[config.mk]
export PLATFORM = sky130hd
export DESIGN_NAME = sr_lock_arbiter_flat
export DESIGN_NICKNAME = d
export VERILOG_FILES = /design/src/rtl/sr_lock_arbiter_if.sv /design/src/rtl/sr_lock_arbiter.sv /design/src/flat_wrapper.sv
export SDC_FILE = /design/constraint.sdc
export NUM_CORES = 1
export LEC_CHECK = 0
export ABC_AREA = 1
export ABC_CLOCK_PERIOD_IN_PS = 2300
export CAP_MARGIN = 40
export CORE_MARGIN = 4
export CORE_UTILIZATION = 41
export DETAILED_ROUTE_END_ITERATION = 8
export RECOVER_POWER = 25
export SKIP_LAST_GASP = 1
export SLEW_MARGIN = 20
export SYNTH_ARGS = -nofsm -noshare
export SYNTH_HDL_FRONTEND = slang
export SYNTH_SLANG_ARGS = --single-unit
[constraint.sdc]
create_clock -name Clk -period 2.3 [get_ports Clk]
set_input_delay 0.46 -clock Clk [delete_from_list [all_inputs] [get_ports Clk]]
set_output_delay 0.46 -clock Clk [all_outputs]
set_load 0.005 [all_outputs]
[src/rtl/sr_lock_arbiter_if.sv]
// Handshake bundle between the lock arbiter and its environment:
// requester request/release lines, the SR flip-flop feedback, and the
// arbiter's set/reset pulses, grant vector and status flags.
interface sr_lock_arbiter_if;
  logic [3:0] Req;
  logic [3:0] Rel;
  logic       Q_fb;
  logic       S;
  logic       R;
  logic [3:0] Grant;
  logic [1:0] Owner;
  logic       Busy;
  logic       Err;

  // Environment side: drives requests, releases and flip-flop feedback.
  modport master (
    output Req, Rel, Q_fb,
    input  S, R, Grant, Owner, Busy, Err
  );

  // Arbiter side: samples requests and feedback, drives pulses and grant.
  modport slave (
    input  Req, Rel, Q_fb,
    output S, R, Grant, Owner, Busy, Err
  );
endinterface

[src/rtl/sr_lock_arbiter.sv]
// Round-robin lock arbiter for four requesters. The lock flag itself
// lives in an external SR flip-flop: the arbiter pulses S to take it,
// waits for Q_fb to confirm, grants the owner, then pulses R and waits
// for Q_fb to drop before serving the next requester. Hold time and
// flip-flop acknowledge time are both bounded; overruns pulse Err.
module sr_lock_arbiter #(
  parameter int HOLD_MAX = 16,
  parameter int ACK_MAX  = 8
) (
  input logic            Clk,
  input logic            Rst_n,
  sr_lock_arbiter_if.slave bus
);

  localparam int HOLD_W = $clog2(HOLD_MAX);
  localparam int ACK_W  = $clog2(ACK_MAX);

  localparam logic [HOLD_W-1:0] HOLD_LAST = HOLD_W'(HOLD_MAX - 1);
  localparam logic [HOLD_W-1:0] HOLD_ONE  = HOLD_W'(1);
  localparam logic [ACK_W-1:0]  ACK_LAST  = ACK_W'(ACK_MAX - 1);
  localparam logic [ACK_W-1:0]  ACK_ONE   = ACK_W'(1);

  typedef enum logic [1:0] {
    IDLE     = 2'd0,
    SETTING  = 2'd1,
    HELD     = 2'd2,
    CLEARING = 2'd3
  } state_t;

  state_t            state_r;
  logic [ACK_W-1:0]  ack_cnt_r;
  logic [HOLD_W-1:0] hold_cnt_r;
  logic [1:0]        ptr_r;
  logic [1:0]        owner_r;
  logic [3:0]        grant_r;
  logic              s_r;
  logic              r_r;
  logic              busy_r;
  logic              err_r;
  logic [1:0]        winner_s;

  // First set bit of req at or above ptr, wrapping modulo 4. The scan runs
  // from the farthest candidate down so the nearest one is written last.
  function automatic logic [1:0] rr_pick(input logic [3:0] req, input logic [1:0] ptr);
    logic [1:0] pick;
    logic [1:0] idx;
    pick = ptr;
    for (int i = 3; i >= 0; i--) begin
      idx  = ptr + 2'(i);
      pick = req[idx] ? idx : pick;
    end
    return pick;
  endfunction

  // Hold counter increment that sticks at its top value instead of wrapping.
  function automatic logic [HOLD_W-1:0] hold_inc(input logic [HOLD_W-1:0] v);
    return (v == HOLD_LAST) ? v : v + HOLD_ONE;
  endfunction

  // Round-robin winner among current requesters, starting from the pointer.
  always_comb begin
    winner_s = rr_pick(bus.Req, ptr_r);
  end

  // Lock sequencer: S/R pulse generation, ack and hold supervision, grant.
  always_ff @(posedge Clk or negedge Rst_n) begin
    if (!Rst_n) begin
      state_r    <= IDLE;
      ack_cnt_r  <= '0;
      hold_cnt_r <= '0;
      ptr_r      <= 2'd0;
      owner_r    <= 2'd0;
      grant_r    <= 4'b0000;
      s_r        <= 1'b0;
      r_r        <= 1'b0;
      busy_r     <= 1'b0;
      err_r      <= 1'b0;
    end else begin
      // Pulses last one cycle unless a branch below re-asserts them.
      s_r   <= 1'b0;
      r_r   <= 1'b0;
      err_r <= 1'b0;
      case (state_r)
        IDLE: begin
          if (bus.Q_fb) begin
            // Flag left set from before (e.g. across our reset): clear it first.
            r_r       <= 1'b1;
            ack_cnt_r <= '0;
            busy_r    <= 1'b1;
            state_r   <= CLEARING;
          end else if (bus.Req != 4'b0000) begin
            owner_r   <= winner_s;
            s_r       <= 1'b1;
            ack_cnt_r <= '0;
            busy_r    <= 1'b1;
            state_r   <= SETTING;
          end else begin
            busy_r    <= 1'b0;
          end
        end

        SETTING: begin
          if (bus.Q_fb) begin
            grant_r    <= 4'b0001 << owner_r;
            hold_cnt_r <= '0;
            state_r    <= HELD;
          end else if (ack_cnt_r == ACK_LAST) begin
            // Flip-flop never confirmed the set: give up without granting.
            err_r     <= 1'b1;
            r_r       <= 1'b1;
            ack_cnt_r <= '0;
            state_r   <= CLEARING;
          end else begin
            ack_cnt_r <= ack_cnt_r + ACK_ONE;
          end
        end

        HELD: begin
          if (hold_cnt_r == HOLD_LAST) begin
            // Timeout wins over a coincident release so Err is still reported.
            grant_r   <= 4'b0000;
            r_r       <= 1'b1;
            err_r     <= 1'b1;
            ack_cnt_r <= '0;
            state_r   <= CLEARING;
          end else if (bus.Rel[owner_r]) begin
            grant_r   <= 4'b0000;
            r_r       <= 1'b1;
            ack_cnt_r <= '0;
            state_r   <= CLEARING;
          end else begin
            hold_cnt_r <= hold_inc(hold_cnt_r);
          end
        end

        CLEARING: begin
          if (!bus.Q_fb) begin
            ptr_r     <= owner_r + 2'd1;
            ack_cnt_r <= '0;
            busy_r    <= 1'b0;
            state_r   <= IDLE;
          end else if (ack_cnt_r == ACK_LAST) begin
            // Flag still stuck high: report and try the reset pulse again.
            err_r     <= 1'b1;
            r_r       <= 1'b1;
            ack_cnt_r <= '0;
          end else begin
            ack_cnt_r <= ack_cnt_r + ACK_ONE;
          end
        end

        default: begin
          grant_r   <= 4'b0000;
          ack_cnt_r <= '0;
          busy_r    <= 1'b0;
          state_r   <= IDLE;
        end
      endcase
    end
  end

  assign bus.S     = s_r;
  assign bus.R     = r_r;
  assign bus.Grant = grant_r;
  assign bus.Owner = owner_r;
  assign bus.Busy  = busy_r;
  assign bus.Err   = err_r;

endmodule

[src/flat_wrapper.sv]
// flat-port wrapper written by rule: the top's interface ports become plain ports
module sr_lock_arbiter_flat 
#(
  parameter int HOLD_MAX = 16,
  parameter int ACK_MAX  = 8
)
  (Clk, Rst_n, bus_Req, bus_Rel, bus_Q_fb, bus_S, bus_R, bus_Grant, bus_Owner, bus_Busy, bus_Err);
  sr_lock_arbiter_if bus_i ();
  input logic Clk;
  input logic Rst_n;
  input wire logic [$bits(bus_i.Req)-1:0] bus_Req;
  input wire logic [$bits(bus_i.Rel)-1:0] bus_Rel;
  input wire logic [$bits(bus_i.Q_fb)-1:0] bus_Q_fb;
  output wire logic [$bits(bus_i.S)-1:0] bus_S;
  output wire logic [$bits(bus_i.R)-1:0] bus_R;
  output wire logic [$bits(bus_i.Grant)-1:0] bus_Grant;
  output wire logic [$bits(bus_i.Owner)-1:0] bus_Owner;
  output wire logic [$bits(bus_i.Busy)-1:0] bus_Busy;
  output wire logic [$bits(bus_i.Err)-1:0] bus_Err;
  assign bus_i.Req = bus_Req;
  assign bus_i.Rel = bus_Rel;
  assign bus_i.Q_fb = bus_Q_fb;
  assign bus_S = bus_i.S;
  assign bus_R = bus_i.R;
  assign bus_Grant = bus_i.Grant;
  assign bus_Owner = bus_i.Owner;
  assign bus_Busy = bus_i.Busy;
  assign bus_Err = bus_i.Err;
  sr_lock_arbiter #(.HOLD_MAX(HOLD_MAX), .ACK_MAX(ACK_MAX)) u_core (.Clk(Clk), .Rst_n(Rst_n), .bus(bus_i));
endmodule
# Yosys cells after proc, flatten, opt, wreduce, memory -nomap -nowiden

Cells that the tools add are included.

Add/sub/neg operators: 6
Order comparisons: 5
Equality and inequality tests: 13
Shifts and indexed selects: 1
Multiplexer cells: 53
Bitwise gates (word level): 1
Reduce and logical (&&, ||, !) cells: 11

Operators with widths:

| operator                                               | number |
|---|---|
| 2-to-1 mux 4 bit                                       | 6 |
| 2-to-1 mux 2 bit                                       | 11 |
| 2-to-1 mux 3 bit                                       | 7 |
| 2-to-1 mux 1 bit                                       | 17 |
| case mux 4 bit (2 select lines)                        | 2 |
| < comparator 2 x 3 -> 1 bit (second input constant)    | 5 |
| case mux 3 bit (4 select lines)                        | 1 |
| binary-select mux 1 bit (select 2 bit)                 | 5 |
| inequality test 2 bit (second input constant)          | 5 |
| AND reduction 3 bit                                    | 3 |
| case mux 2 bit (4 select lines)                        | 1 |
| AND reduction 4 bit                                    | 2 |
| inequality test 3 x 2 -> 1 bit (second input constant) | 2 |
| adder 2 x 1 -> 2 bit (second input constant)           | 2 |
| adder 2 bit (second input constant)                    | 2 |
| adder 4 x 1 -> 4 bit (second input constant)           | 1 |
| == test 2 bit (second input constant)                  | 2 |
| == test 4 bit (second input constant)                  | 1 |
| case mux 1 bit (4 select lines)                        | 1 |
| AND reduction 2 bit                                    | 2 |
| nonzero test 2 bit                                     | 2 |
| nonzero test 4 bit                                     | 1 |
| << shifter 1 x 2 -> 4 bit (first input constant)       | 1 |
| adder 3 x 1 -> 3 bit (second input constant)           | 1 |
| 7 further kinds                                        | 7 |

Bits in registers: 21
Bits of input ports: 11
Output and inout port bits: 10
Logic and storage cells: 100

# Logic depth before layout (Yosys ltp)

Depth after elaboration: 7
Depth in mapped cells: 12
Mapped depth without buffers: 11

# Least setup slack after synthesis

No wires, ideal clock.

Kind: register -> register
Start point: register u_core.state_r[0]
End point: register u_core.hold_cnt_r[2]
Library setup time: 82 ps
Data arrival time: 1394 ps
Data required time: 2218 ps
Path slack: 823 ps
Cell stages (with the launch flop): 9
Buffers on the path: 0
Period minus slack after synthesis: 1477 ps
Cells stage by stage: dfrtp_1 -> inv_1 -> ha_1 -> inv_2 -> a21oi_2 -> nand2_2 -> nor2_4 -> nand2_1 -> a22oi_2

Longest elaborated chain between the ends: 3
Elaborated cells on any way between the ends: 8
Those cells by class: eq/ne (5); mux (1); reduce/logical (2)

Ends and longest elaborated chain:

| element                                                                      | line                   | text |
|---|---|---|
| start: declaration                                                           | sr_lock_arbiter.sv:30  | `state_t state_r;` |
| start signal: assignment                                                     | sr_lock_arbiter.sv:68  | `state_r <= IDLE;` |
| start signal: assignment                                                     | sr_lock_arbiter.sv:90  | `state_r <= CLEARING;` |
| start signal: assignment                                                     | sr_lock_arbiter.sv:96  | `state_r <= SETTING;` |
| == test 2 bit / == test 2 x 1 -> 1 bit (equally long branches)               | sr_lock_arbiter.sv:83  | `case (state_r)` |
| inequality test 2 bit (no line) / nonzero test 2 bit (equally long branches) | -                      |  |
| AND reduction 4 bit (no line)                                                | -                      |  |
| end signal: assignment                                                       | sr_lock_arbiter.sv:132 | `hold_cnt_r <= hold_inc(hold_cnt_r);` |
| end: declaration                                                             | sr_lock_arbiter.sv:32  | `logic [HOLD_W-1:0] hold_cnt_r;` |

Several ways; a longest one is shown, not always the timed one.
A chain may end at the register's enable or synchronous reset.

# Worst setup path in the final report

Start point: register u_core.owner_r[0] (netlist: u_core.bus.Owner[0])
End point: output bus_Owner[0]

RTL lines:

| element                  | line                  | text |
|---|---|---|
| start: declaration       | sr_lock_arbiter.sv:34 | `logic [1:0] owner_r;` |
| start signal: assignment | sr_lock_arbiter.sv:92 | `owner_r <= winner_s;` |
| end: declaration         | flat_wrapper.sv:17    | `output wire logic [$bits(bus_i.Owner)-1:0] bus_Owner;` |

No word-level cell between the ends.

==> results.yml <==
outcome:
  status: "complete, no violations"
clocking:
  cts_setup_buffers: 0
  cts_hold_buf: 0
  cts.sinks: 21
  htree_num_levels: 1
  clockBufferDepth: 2
  cts-resized-gates: 0
  insertion_delay_ns: 0.29
  cts_root_buf: "clkbuf_4"
  path_clk_slew_ns: 0.11
  numCtsBuffers: 3
  cts_tree: "built"
route:
  vias: 1218
  drt_first_pass_iters: 4
  remaining_drc_errors: 0
  wire_per_inst_um: 11.2
  vias_per_cell: 4.80
  totalWireLength_mm: 2.85
  postRouteAntennaNets: 0
  drt_iter0_markers: 31
worst_setup_path:
  critical-path-top-delay-family: "buffers and inverters"
  cp.buffers_inverters: 1
  cp.required_ns: 1.84
  cpMaxStageDelayCell: "clkdlybuf4s50_1"
  cp_max_fo: 8
  end_kind: "output pin"
  startpoint_type: "flop"
  critPathKind: "reg -> out"
  critical-path-max-stage-delay_ns: 0.56
  crit_chain: "clkdlybuf4s50_1"
  reg2reg_slack_ns: 0.61
  cp.arrival_ns: 1.40
global_route:
  grt_max_degree: 22
  grt_usage_pct: 15.0
  overflow: 0
  grt_pass1_vias: 1189
  antenna_found_initial: 0
  grt_pass1_wl_mm: 5.13
flow_run:
  cap_viol_max_count: 0
sta:
  fmax_mhz: 539
  post-route-period-util_pct: 80.7
  setup_tns_ns: 0
  slew_headroom_pct: 25.0
  setup_viol: 0
  min_period_ns: 1.86
  finalHoldViolCount: 0
  maxSlewViolCount: 0
  worst_slack_ns: 0.444
  finalClockSkew_ns: 0.00384
  rsz0062_at_grt: "no"
  tightestPinTransition_ns: 1.13
power:
  power_per_cell_area_nw_per_um2: 1130
  p_total_mw: 1.91
  p_leak_nw: 0.894
  vdd_ir_drop_max_mv: 0.453
floorplan:
  dieWidth_um: 66.5
  core_sq_um: 3150
  row_count: 20
  die_h_um: 66.5
  dieArea_sq_um: 4420
  ios: 21
  start_util_pct: 44.4
logic_synthesis:
  yosysSeqAreaShare_pct: 37.5
  yosys_warnings: 0
  synth.area.top_cells: "dfrtp_1 38%, nand2_1 17%, ha_1 12%, nand3_1 6.1%, inv_1 5.9%"
  syn_area_sq_um: 1400
  synthesis.nets: 210
  synth-main-ff-cell: "dfrtp_1"
  synth-async-reset-ratio_pct: 100
  yosysTopAreaCellShare_pct: 37.5
  synth_seq_cells: 21
  synth_cell_types: 27
  synth_cells: 186
  synth_top_cell_by_area: "dfrtp_1"
  synth_area_per_cell_sq_um: 7.53
  synth_edf_count: 0
final_layout:
  final_common_cell: "nand2_1"
  most-common-layout-cells: "65 x nand2_1, 22 x inv_1, 21 x dfrtp_1, 19 x clkdlybuf4s50_1, 17 x nand3_1"
  n_antenna_cell: 0
  final_util_pct: 53.3
  syn2layout_area_growth_pct: 19.8
  stdcell_area_sq_um: 1680
  nFillCells: 329
  nets: 235
  drive_above_1_share_pct: 10.0
placed_design:
  portBuffers: 20
  pre_cts_ws_ns: 0.450
  gp_congestion: 0.888
  hpwl_mm: 2.32
  dpl_cell_area_sq_um: 1660
min_path:
  hold_path.class: "reg -> reg"
[registers in the layout, indices dropped and copies added, names as in the netlist]
| signal | cells |
|---|---|
| u_core.bus.Grant | 4 |
| u_core.hold_cnt_r | 4 |
| u_core.ack_cnt_r | 3 |
| u_core.bus.Owner | 2 |
| u_core.ptr_r | 2 |
| u_core.state_r | 2 |
| u_core.bus.Busy | 1 |
| u_core.bus.Err | 1 |
| u_core.bus.R | 1 |
| u_core.bus.S | 1 |
[report_power, final]
part / internal, mW / switching (mW) / total, mW
clock network: 0.0674 / 0.106 / 0.173
logic: 0.453 / 0.644 / 1.10
registers: 0.492 / 0.143 / 0.635
[cell type report]
type                    count  area (sq um)  share of cell area (%)
repair buffers             21           204                    12.1
well taps                  44          55.1                    3.28
inverters                  26           100                    5.96
clock buffers               4          26.3                    1.56
multi-input cells         138           768                    45.8
flip-flops and latches     21           526                    31.3
[routing by layer]
| layer | up-vias | share of wire (%) | global-route usage, % |
|---|---|---|---|
| met5 | - | 0 | 0 |
| met3 | 2 | 2.0 | 2.19 |
| met1 | 557 | 45 | 17.7 |
| met4 | 0 | 0.95 | 4.57 |
| li1 | 646 | - | - |
| met2 | 13 | 52 | 27.6 |
[cell usage after synthesis (2+ instances only)]
library cell	instances
a21oi_1	2
nand2_2	3
nor2_1	7
a31oi_1	2
nand2_1	65
o21ai_0	11
nand3_2	3
inv_2	3
ha_1	13
inv_1	22
a21oi_2	2
nand3_1	17
o21ai_2	2
dfrtp_1	21
[cell families after synthesis]
kind of cell | count (synthesis) | share of synthesized area (%)
fa+ha+maj | 13 | 11.6
flops | 21 | 37.5
xor+xnor | 1 | 0.625
compound gates | 25 | 11.4
simple gates | 99 | 31.2
buf+inv | 27 | 7.68
[per-stage QoR]
| step | instances | hold WS (ns) |
|---|---|---|
| floorplan | 186 | 0.164 |
| global placement | 250 | 0.466 |
| detailed placement | 250 | 0.477 |
| CTS | 254 | 0.502 |
| global route | 254 | 0.530 |
| finish | 254 | 0.501 |
[path summary, 6_finish.rpt]
path | start | end | cells after the start
setup / recovery | u_core.bus.Owner[0]$_DFFE_PN0P_ | bus_Owner[0] | 1
hold / removal | u_core.bus.Grant[0]$_DFFE_PN0P_ | u_core.bus.Grant[0]$_DFFE_PN0P_ | 2
setup reg to reg | u_core.state_r[0]$_DFFE_PN0P_ | u_core.hold_cnt_r[2]$_DFFE_PN0P_ | 8
hold reg to reg | u_core.bus.Grant[0]$_DFFE_PN0P_ | u_core.bus.Grant[0]$_DFFE_PN0P_ | 2
max in group asynchronous | Rst_n | u_core.hold_cnt_r[2]$_DFFE_PN0P_ | 2
min in group asynchronous | Rst_n | u_core.bus.Grant[3]$_DFFE_PN0P_ | 2
Power figures use the tool's default switching activity.
==> edit, RTL diff (same settings) <==
Re-encode `state_t` (4 states) as one-hot, 4 bits wide.
--- a/src/rtl/sr_lock_arbiter.sv
+++ b/src/rtl/sr_lock_arbiter.sv
@@ -22,7 +22,7 @@
 
-  typedef enum logic [1:0] {
-    IDLE     = 2'd0,
-    SETTING  = 2'd1,
-    HELD     = 2'd2,
-    CLEARING = 2'd3
+  typedef enum logic [3:0] {
+    IDLE     = 4'b0001,
+    SETTING  = 4'b0010,
+    HELD     = 4'b0100,
+    CLEARING = 4'b1000
   } state_t;
Check against the original RTL: same outputs for any inputs over 10 cycles, from zero or initial values and one cycle with Rst_n low; not proved beyond that.
==> edit against the unedited design <==
Critical path depth unchanged. Count of clock-buffer cells in the layout decreased by 1. Routed wire length up 0.28%. Power decreased by 11%. Clock skew increased by 0.0020 ns. Worst hold slack worse by 0.0032 ns. Critical endpoint unchanged. Area after synthesis decreased by 0.62%. Sequential cell count grew 2. Largest cell class unchanged. Clock power rose by 10%. Highest routed layer unchanged. Register-to-register slack improved by 0.19 ns. Worst setup slack better by 0.0076 ns. Global-route usage about the same. Final area down 0.67%.
==> edit: results (changes against the unedited design) <==
[outcome]
outcome = finished clean  ; unchanged

[route]
dr.pass1.iters = 4  ; unchanged
totalWireLength_mm = 2.86  ; was 2.85 mm
drt-initial-drc-count = 75  ; was 31
vias_per_cell = 4.91  ; was 4.80

[clock_network]
postCtsResizedCells = 0  ; unchanged
clk_latency_ns = 0.32  ; was 0.29 ns
path_clk_slew_ns = 0.13  ; was 0.11 ns
cts_buffers = 3  ; unchanged
htree_levels = 1  ; unchanged
clockBufferDepth = 2  ; unchanged
postCtsSetupRepairBufs = 0  ; unchanged
root_buffer = clkbuf_4  ; unchanged

[placement]
placed_area_mm2 = 0.00164  ; was 0.00166 mm2
hpwl_mm = 2.25  ; was 2.32 mm
io_buffers = 20  ; unchanged
gp_congestion = 0.947  ; was 0.888

[worst_hold_path]
hp-class = reg2reg  ; unchanged

[yosys]
synthTopCellsByArea = dfrtp_1 40%, nand2_1 17%, nand3_1 6.8%, ha_1 6.3%, inv_1 4.3%  ; was dfrtp_1 38%, nand2_1 17%, ha_1 12%, nand3_1 6.1%, inv_1 5.9%
synth.top_cells.by_count = 64 x nand2_1, 22 x dfrtp_1, 19 x nand3_1, 16 x inv_1  ; was 65 x nand2_1, 22 x inv_1, 21 x dfrtp_1, 17 x nand3_1, 13 x ha_1
yosys_warnings = 0  ; unchanged
yosysSeqAreaShare_pct = 41.4  ; was 37.5%
async_reset_ff_share_pct = 100  ; unchanged
syn-num-nets = 199  ; was 210
synth.distinct_cells = 26  ; was 27

[timing]
finClkSkew_ns = 0.00580  ; was 0.00384 ns
slew_headroom_pct = 17.1  ; was 25.0%

[critical_path]
path_delay_family = buffers and inverters  ; unchanged
crit_slowest_cell = clkdlybuf4s50_1  ; unchanged
slowest_delay_ns = 0.56  ; about the same
path_max_fanout = 8  ; unchanged
regToRegSetupSlack_ns = 0.80  ; was 0.61 ns

[global_routing]
grt_max_degree = 24  ; was 22
grt_usage_pct = 15.1  ; was 15.0%
antenna_found_initial = 0  ; unchanged
grt_first_pass_wirelength_mm = 5.20  ; was 5.13 mm
grt_pass1_vias = 1176  ; was 1,189

[finish]
fillers = 328  ; was 329
antenna_cells = 0  ; unchanged
area_growth_pct = 19.8  ; about the same
layout-drive-gt1-share_pct = 13.7  ; was 10.0%
layout.nets = 224  ; was 235

[pwr]
ir_worst_vdd_mv = 0.470  ; was 0.453 mV
power_leakage_nw = 0.858  ; was 0.894 nW

## edit: cell count changes after synthesis, moves of 3 or more
cell     unedited run  this run
nand3_2             3         0
inv_2               3         9
inv_1              22        16
ha_1               13         7
nand2_4             0         3
nand4_1             1         4
## edit: metrics by stage
| stage | power (mW) | std cells | hold WS, ns | setup slack [ns] |
|---|---|---|---|---|
| after floorplan | 1.24 | 181 | 0.164 | 1.01 |
| after global placement | 1.48 | 245 | 0.466 | 0.459 |
| after detailed placement | 1.50 | 245 | 0.472 | 0.411 |
| after CTS | 1.70 | 249 | 0.475 | 0.432 |
| after global routing | 1.86 | 249 | 0.533 | 0.365 |
| final | 1.69 | 249 | 0.498 | 0.452 |
## edit: power breakdown
part           total (mW)  internal [mW]  switching, mW
logic               0.839          0.337          0.502
clock network       0.191         0.0653          0.125
registers           0.659          0.528          0.132
total                1.69          0.930          0.759
## edit: path summary, 6_finish.rpt
kind	from	endpoint	cells past startpoint
hold reg to reg	u_core.bus.Grant[0]	u_core.bus.Grant[0]	2
max in group asynchronous	Rst_n	u_core.ack_cnt_r[1]	2
min in group asynchronous	Rst_n	u_core.bus.Grant[2]	2
setup / recovery	u_core.bus.Owner[0]	bus_Owner[0]	1
setup reg to reg	u_core.hold_cnt_r[0]	u_core.bus.Grant[2]	5
hold / removal	u_core.bus.Grant[0]	u_core.bus.Grant[0]	2
## edit: layer usage
metal  GRT usage (%)  vias up  part of all wire, %
li1                -      627                    -
met1            19.7      564                   47
met2            25.2       27                   47
met3            2.55        5                  4.9
met4            4.57        0                  1.5
met5               0        -                    0
## edit: cell families after synthesis
logic type,count (synthesis),synth area share [%]
buffers and inverters,26,7.55
flip-flops,23,41.4
adder cells (fa/ha/maj),7,6.29
AO/OA/AOI/OAI,21,9.61
AND/OR/NAND/NOR,104,35.1
## edit: layout make-up
| type | instances | share of cell area, % |
|---|---|---|
| Clock inverter | 1 | 0.300 |
| Multi-Input combinational cell | 132 | 42.6 |
| Tap cell | 44 | 3.30 |
| Clock buffer | 3 | 1.35 |
| Inverter | 25 | 5.63 |
| Sequential cell | 23 | 34.6 |
| Timing Repair Buffer | 21 | 12.2 |
